--- config.mk ---
export PLATFORM = sky130hd
export DESIGN_NAME = seg7_scan_driver_flat
export DESIGN_NICKNAME = d
export VERILOG_FILES = /design/src/rtl/seg7_scan_if.sv /design/src/rtl/seg7_scan_driver.sv /design/src/flat_wrapper.sv
export SDC_FILE = /design/constraint.sdc
export NUM_CORES = 1
export LEC_CHECK = 0
export ABC_AREA = 1
export BUFFER_PORTS_ARGS = -buffer_cell sky130_fd_sc_hd__buf_2
export CAP_MARGIN = 0
export CORE_MARGIN = 2
export CORE_UTILIZATION = 60
export CTS_CLUSTER_DIAMETER = 120
export DETAILED_ROUTE_END_ITERATION = 12
export PLACE_DENSITY = 0.91
export SLEW_MARGIN = 10
export SYNTH_ARGS = -nofsm -noshare
export SYNTH_HDL_FRONTEND = slang
export SYNTH_SLANG_ARGS = --single-unit
export TNS_END_PERCENT = 20
--- constraint.sdc ---
create_clock -name clk_sel -period 3.3 [get_ports clk_sel]
set_input_delay 0.99 -clock clk_sel [delete_from_list [all_inputs] [get_ports clk_sel]]
set_output_delay 0.99 -clock clk_sel [all_outputs]
set_load 0.01 [all_outputs]
--- src/rtl/seg7_scan_if.sv ---
// Display-side bundle between the MM:SS counter and the 7-segment scan driver.
interface seg7_scan_if;
  logic [3:0] sec_1s_in;
  logic [3:0] sec_10s_in;
  logic [3:0] min_1s_in;
  logic [3:0] min_10s_in;
  logic       adj;
  logic       sel;
  logic [6:0] seg;
  logic       dp;
  logic [3:0] an;

  modport master (
    output sec_1s_in, sec_10s_in, min_1s_in, min_10s_in, adj, sel,
    input  seg, dp, an
  );

  modport slave (
    input  sec_1s_in, sec_10s_in, min_1s_in, min_10s_in, adj, sel,
    output seg, dp, an
  );
endinterface

--- src/rtl/seg7_scan_driver.sv ---
// Time-multiplexes four BCD digits onto a common-anode 7-segment display,
// with frame-coherent digit snapshots and blinking of the adjusted field.
module seg7_scan_driver #(
  parameter int unsigned REFRESH_DIV = 100000,
  parameter int unsigned BLINK_DIV   = 25000000
) (
  input logic        clk_sel,
  input logic        rst,
  seg7_scan_if.slave disp
);

  localparam int unsigned REF_W = $clog2(REFRESH_DIV);
  localparam int unsigned BLK_W = $clog2(BLINK_DIV);

  typedef enum logic [1:0] {
    SLOT_SEC1  = 2'd0,
    SLOT_SEC10 = 2'd1,
    SLOT_MIN1  = 2'd2,
    SLOT_MIN10 = 2'd3
  } slot_t;

  slot_t            idx, idx_next;
  logic [REF_W-1:0] ref_cnt;
  logic             tick;
  logic [BLK_W-1:0] blink_cnt;
  logic             blink_ph;
  logic [3:0]       snap_s1, snap_s10, snap_m1, snap_m10;
  logic [3:0]       cur_digit;
  logic [3:0]       an_d;
  logic             dp_d;
  logic             blank;

  function automatic logic [6:0] dec7(input logic [3:0] d);
    case (d)
      4'd0:    dec7 = 7'b1000000;
      4'd1:    dec7 = 7'b1111001;
      4'd2:    dec7 = 7'b0100100;
      4'd3:    dec7 = 7'b0110000;
      4'd4:    dec7 = 7'b0011001;
      4'd5:    dec7 = 7'b0010010;
      4'd6:    dec7 = 7'b0000010;
      4'd7:    dec7 = 7'b1111000;
      4'd8:    dec7 = 7'b0000000;
      4'd9:    dec7 = 7'b0010000;
      default: dec7 = 7'b1111111;
    endcase
  endfunction

  assign tick = (ref_cnt == REF_W'(REFRESH_DIV - 1));

  always_ff @(posedge clk_sel or posedge rst) begin
    if (rst)       ref_cnt <= '0;
    else if (tick) ref_cnt <= '0;
    else           ref_cnt <= ref_cnt + 1'b1;
  end

  always_ff @(posedge clk_sel or posedge rst) begin
    if (rst) idx <= SLOT_SEC1;
    else     idx <= idx_next;
  end

  always_comb begin
    idx_next = idx;
    if (tick) begin
      case (idx)
        SLOT_SEC1:  idx_next = SLOT_SEC10;
        SLOT_SEC10: idx_next = SLOT_MIN1;
        SLOT_MIN1:  idx_next = SLOT_MIN10;
        default:    idx_next = SLOT_SEC1;
      endcase
    end
  end

  // Capture only at the frame boundary so one frame never mixes two times.
  always_ff @(posedge clk_sel or posedge rst) begin
    if (rst) begin
      snap_s1  <= '0;
      snap_s10 <= '0;
      snap_m1  <= '0;
      snap_m10 <= '0;
    end else if (tick && idx == SLOT_MIN10) begin
      snap_s1  <= disp.sec_1s_in;
      snap_s10 <= disp.sec_10s_in;
      snap_m1  <= disp.min_1s_in;
      snap_m10 <= disp.min_10s_in;
    end
  end

  // Held at zero outside adjust mode so entry always begins with a visible half.
  always_ff @(posedge clk_sel or posedge rst) begin
    if (rst) begin
      blink_cnt <= '0;
      blink_ph  <= 1'b0;
    end else if (!disp.adj) begin
      blink_cnt <= '0;
      blink_ph  <= 1'b0;
    end else if (blink_cnt == BLK_W'(BLINK_DIV - 1)) begin
      blink_cnt <= '0;
      blink_ph  <= ~blink_ph;
    end else begin
      blink_cnt <= blink_cnt + 1'b1;
    end
  end

  always_comb begin
    cur_digit = snap_s1;
    an_d      = 4'b1110;
    dp_d      = 1'b1;
    case (idx)
      SLOT_SEC1:  begin cur_digit = snap_s1;  an_d = 4'b1110; end
      SLOT_SEC10: begin cur_digit = snap_s10; an_d = 4'b1101; end
      SLOT_MIN1:  begin cur_digit = snap_m1;  an_d = 4'b1011; dp_d = 1'b0; end
      default:    begin cur_digit = snap_m10; an_d = 4'b0111; end
    endcase
    blank = disp.adj & blink_ph &
            (disp.sel ? (idx == SLOT_SEC1 || idx == SLOT_SEC10)
                      : (idx == SLOT_MIN1 || idx == SLOT_MIN10));
  end

  always_ff @(posedge clk_sel or posedge rst) begin
    if (rst) begin
      disp.an  <= '1;
      disp.seg <= '1;
      disp.dp  <= 1'b1;
    end else if (blank) begin
      disp.an  <= '1;
      disp.seg <= '1;
      disp.dp  <= 1'b1;
    end else begin
      disp.an  <= an_d;
      disp.seg <= dec7(cur_digit);
      disp.dp  <= dp_d;
    end
  end

endmodule

--- src/flat_wrapper.sv ---
// flat-port wrapper written by rule: the top's interface ports become plain ports
module seg7_scan_driver_flat 
#(
  parameter int unsigned REFRESH_DIV = 100000,
  parameter int unsigned BLINK_DIV   = 25000000
)
  (clk_sel, rst, disp_sec_1s_in, disp_sec_10s_in, disp_min_1s_in, disp_min_10s_in, disp_adj, disp_sel, disp_seg, disp_dp, disp_an);
  seg7_scan_if disp_i ();
  input logic clk_sel;
  input logic rst;
  input wire logic [$bits(disp_i.sec_1s_in)-1:0] disp_sec_1s_in;
  input wire logic [$bits(disp_i.sec_10s_in)-1:0] disp_sec_10s_in;
  input wire logic [$bits(disp_i.min_1s_in)-1:0] disp_min_1s_in;
  input wire logic [$bits(disp_i.min_10s_in)-1:0] disp_min_10s_in;
  input wire logic [$bits(disp_i.adj)-1:0] disp_adj;
  input wire logic [$bits(disp_i.sel)-1:0] disp_sel;
  output wire logic [$bits(disp_i.seg)-1:0] disp_seg;
  output wire logic [$bits(disp_i.dp)-1:0] disp_dp;
  output wire logic [$bits(disp_i.an)-1:0] disp_an;
  assign disp_i.sec_1s_in = disp_sec_1s_in;
  assign disp_i.sec_10s_in = disp_sec_10s_in;
  assign disp_i.min_1s_in = disp_min_1s_in;
  assign disp_i.min_10s_in = disp_min_10s_in;
  assign disp_i.adj = disp_adj;
  assign disp_i.sel = disp_sel;
  assign disp_seg = disp_i.seg;
  assign disp_dp = disp_i.dp;
  assign disp_an = disp_i.an;
  seg7_scan_driver #(.REFRESH_DIV(REFRESH_DIV), .BLINK_DIV(BLINK_DIV)) u_core (.clk_sel(clk_sel), .rst(rst), .disp(disp_i));
endmodule
==> tab_implementation.tex <==
\begin{tabular}{lr}
\hline
Metric & Value \\
\hline
\multicolumn{2}{l}{\textbf{Outcome}} \\
\quad Run status & finished clean \\
\multicolumn{2}{l}{\textbf{Run}} \\
\quad Reported max-cap violation count & 0 \\
\multicolumn{2}{l}{\textbf{Power and ir drop}} \\
\quad Power Internal & $\sim$1500 uW \\
\quad Share of total power in combinational logic & about 2.6\% \\
\quad Register share of total power & between 40\% and 50\% \\
\quad Max rail drop VDD & between 0.3 and 0.4 mV \\
\quad Total design power & 1850 uW \\
\quad Power density normalized to cell area & around 420 nW/um\^{}2 \\
\quad Clock network fraction of design power & around half \\
\quad Net switching power & 365 uW \\
\quad Proportion of total power due to net switching & about a fifth \\
\quad Leakage & 0.00208 uW \\
\multicolumn{2}{l}{\textbf{STA}} \\
\quad Relative slew margins & between 40\% and 50\% \\
\quad Slack of the critical path & around 1300 ps \\
\quad Largest clock skew in the final design & 8.10 ps \\
\quad Worst-margin pin slew & between 800 and 900 ps \\
\quad Setup-failing EPs final & 0 \\
\quad Max-slew violation count & 0 \\
\quad Fmax & 0.503 GHz \\
\quad Final Hold Fails & 0 \\
\quad Final cycle utilization of the critical path & roughly 60\% \\
\quad RSZ-0062 raised after global routing & false \\
\quad Final total negative setup slack & 0 ps \\
\quad Minimum period implied by the final worst setup slack & 1990 ps \\
\multicolumn{2}{l}{\textbf{Layout}} \\
\quad Proportion of layout cells with a drive suffix above 1 & between 10\% and 20\% \\
\quad Post-Route Utilization & between 60\% and 70\% \\
\quad Antenna Cells & 0 \\
\quad Area growth from synthesis to layout & 11.4\% \\
\quad \# nets final & 572 \\
\multicolumn{2}{l}{\textbf{Yosys}} \\
\quad Synthesized instance count & about 500 \\
\quad Syn Std Cell Area & between 3000 and 4000 sq um \\
\quad Largest area contributor in the netlist & dfrtp\_1 \\
\quad Register bit count reported by yosys & 72 \\
\quad Part of the Yosys area used for sequential elements & a little under half \\
\quad Share of the synthesized area in the top cell type & around two fifths \\
\quad Dominant cells by area after synthesis & dfrtp\_1, nand2\_1, nor2\_1, dfstp\_2, nand3\_1 \\
\quad Number of distinct standard cells referenced by the synthesized netlist & 42 \\
\quad Avg Synthesized Cell Area & 7.81 sq um \\
\quad Syn. warnings & 0 \\
\quad Post-Synthesis Net Count & $\sim$540 \\
\multicolumn{2}{l}{\textbf{Placement}} \\
\quad Total of buffers placed on input and output ports & 31 \\
\quad HPWL after detailed placement & roughly 5900 microns \\
\quad GP Congestion & 0.904 \\
\quad Worst slack at placement & roughly 1300 ps \\
\multicolumn{2}{l}{\textbf{Setup path}} \\
\quad Worst reg-to-reg setup slack & 1310 ps \\
\quad Slowest stage cell, crit path & dfstp\_2 \\
\quad Worst path required time & about 2300 ps \\
\quad CP max FO & 2 \\
\quad Capture point of the worst reg-to-reg path & u\_core.disp.seg[3] \\
\quad Crit-path max cell delay & about 530 ps \\
\quad Setup crit end kind & primary output \\
\quad Start-to-end type of the worst setup path & reg2out \\
\quad Cell chain of the critical path & buf\_2 \\
\quad Bufs and invs on worst path & 1 \\
\quad Data arrival time of the critical path & 1000 ps \\
\quad Kind of start point of the critical path & register \\
\quad Depth of the worst register-to-register path & 12 \\
\quad Origin of the critical flop-to-flop path & u\_core.idx[0] \\
\quad Worst path top cell family by delay & flip-flops \\
\multicolumn{2}{l}{\textbf{Die}} \\
\quad Number of primary I/O pins & 32 \\
\quad Die height & roughly 85 microns \\
\quad Placeable Area & roughly 6300 sq um \\
\quad Die Wd & about 85 microns \\
\quad Die ar. & between 7000 and 8000 sq um \\
\quad FP Rows & 29 \\
\quad Initial standard-cell utilization of the core & 62.2\% \\
\multicolumn{2}{l}{\textbf{Global route}} \\
\quad Number of global-route vias before repair & roughly 3400 \\
\quad Congestion Overflow GR & 0 \\
\quad Maximum number of pins on one net before global-route repair & 73 \\
\quad First-pass GRT wire length & between 10000 and 15000 microns \\
\quad Number of antenna violations at the first check in global routing & 0 \\
\quad Global Route Usage Sum & $\sim$25\% \\
\multicolumn{2}{l}{\textbf{Clock network}} \\
\quad Htree depth & 3 \\
\quad Clock Tree Root & clkbuf\_8 \\
\quad CTS Sinks & between 70 and 80 \\
\quad Count of buffers added by post-CTS timing repair for setup & 0 \\
\quad Total CTS buffers & 9 \\
\quad Largest buffer count on any clock path & 2 \\
\quad Number of gates given a new drive strength after cts & 0 \\
\quad Clock edge transition at the registers on the reported setup and hold paths & 80 ps \\
\quad Cts hold-fix bufs & 0 \\
\quad Insertion delay of the later-clocked pin in the worst-skew pair & roughly 350 ps \\
\quad Clock tree from TritonCTS & built \\
\multicolumn{2}{l}{\textbf{Routing}} \\
\quad Post-detailed-route count of antenna-violating nets & 0 \\
\quad First DRT Iteration DRCs & roughly 200 \\
\quad First drt pass iteration count & 5 \\
\quad Overall routed net length & 8210 microns \\
\quad Number of vias per cell & 5.38 \\
\quad Final routed DRC violation total & 0 \\
\quad Total via count after detailed routing & 3365 \\
\quad Routed length per instance & approximately 13 microns \\
\multicolumn{2}{l}{\textbf{Hold path}} \\
\quad Worst Hold Launch & u\_core.snap\_s1[1] \\
\quad Hold crit path type & reg2reg \\
\quad Worst hold endpoint & u\_core.snap\_s1[1] \\
\quad Hold Path Depth & 2 \\
\hline
\end{tabular}
## cell families after synthesis
logic type | count (synthesis) | share of synthesized area (%)
adder cells (fa/ha/maj) | 9 | 2.85
XOR/XNOR | 18 | 3.99
AO/OA/AOI/OAI | 19 | 3.26
buffers and inverters | 58 | 6.84
AND/OR/NAND/NOR | 330 | 37.1
flip-flops | 72 | 45.9
## cells in the mapped netlist (all sizes together)
| cell | number |
|---|---|
| ha | 9 |
| dfrtp | 61 |
| clkbuf | 3 |
| o211ai | 1 |
| a21oi | 5 |
| nor4 | 1 |
| or2 | 3 |
| nor3 | 9 |
| xnor2 | 5 |
| nor3b | 3 |
| xor2 | 13 |
| dfstp | 11 |
| nand4 | 9 |
| nand2 | 165 |
| o21bai | 2 |
| nand3 | 45 |
| nor2 | 92 |
| o21ai | 9 |
| and2 | 2 |
| buf | 4 |
| a21o | 1 |
| inv | 51 |
| o31ai | 1 |
| nand3b | 1 |
## cells in the final DEF (no fill, tap or decap), types with 3 or more instances in the layout
| cell | count |
|---|---|
| buf_2 | 31 |
| nor2_1 | 86 |
| inv_2 | 7 |
| dfrtp_1 | 61 |
| dfstp_2 | 11 |
| nand3_1 | 43 |
| xor2_1 | 13 |
| o21ai_0 | 6 |
| nor2_4 | 3 |
| nor3b_1 | 3 |
| ha_1 | 9 |
| xnor2_1 | 5 |
| nand4_1 | 6 |
| clkbuf_8 | 9 |
| nor3_1 | 8 |
| nand2_1 | 161 |
| bufinv_16 | 4 |
| a21oi_1 | 5 |
| inv_1 | 43 |
## flip-flops by register name, indices dropped and copies added (netlist names)
| signal | flops |
|---|---|
| u_core.snap_m10 | 4 |
| u_core.blink_ph | 1 |
| u_core.ref_cnt | 17 |
| u_core.snap_s10 | 4 |
| u_core.snap_s1 | 4 |
| u_core.disp.an | 4 |
| u_core.disp.seg | 7 |
| u_core.idx | 2 |
| u_core.blink_cnt | 25 |
| u_core.snap_m1 | 4 |
## worst max-delay path by stage
stage / start / endpoint / slack, ps / depth (start not counted)
5_1_grt: u_core.idx[0] / u_core.disp.seg[3] / 1100 / 12
3_5_place_dp: disp_adj / u_core.disp.seg[5] / 1330 / 6
3_3_place_gp: disp_adj / u_core.disp.seg[5] / 1340 / 6
2_1_floorplan: rst / u_core.blink_cnt[0] / 500 / 1
4_1_cts: u_core.disp.an[2] / disp_an[2] / 1310 / 1
6_report: u_core.disp.an[2] / disp_an[2] / 1310 / 1
## metal layers
metal  track usage, %  up-vias  share of wire, %
li1                 -     1659                 -
met1             30.9     1584                42
met2             42.3       94                50
met3             3.79       28               4.6
met4             13.0        0               3.2
met5                0        -                 0
## metrics by stage
step	instances	instance area, sq um	hold WS (ps)
floorplan	506	3950	441
global placement	609	4140	470
detailed placement	609	4140	466
CTS	625	4400	486
global route	625	4400	522
finish	625	4400	489
## final cells by class
type                    count  area, sq um
clock buffers              11          131
clock inverters             5          129
fillers                   511         1950
inverters                  51          194
multi-input cells         376         1870
flip-flops and latches     72         1820
well taps                  77         96.3
repair buffers             33          170
## power groups by stage
stage	Sequential, uW	Combinational, uW	Clock (uW)
after floorplan	908	27.4	0
after global placement	908	47.4	0
after detailed placement	908	49.3	0
after CTS	891	49.8	919
after global routing	892	55.6	955
final	891	48.1	909
Note: power is estimated with default switching activity, not from simulation.
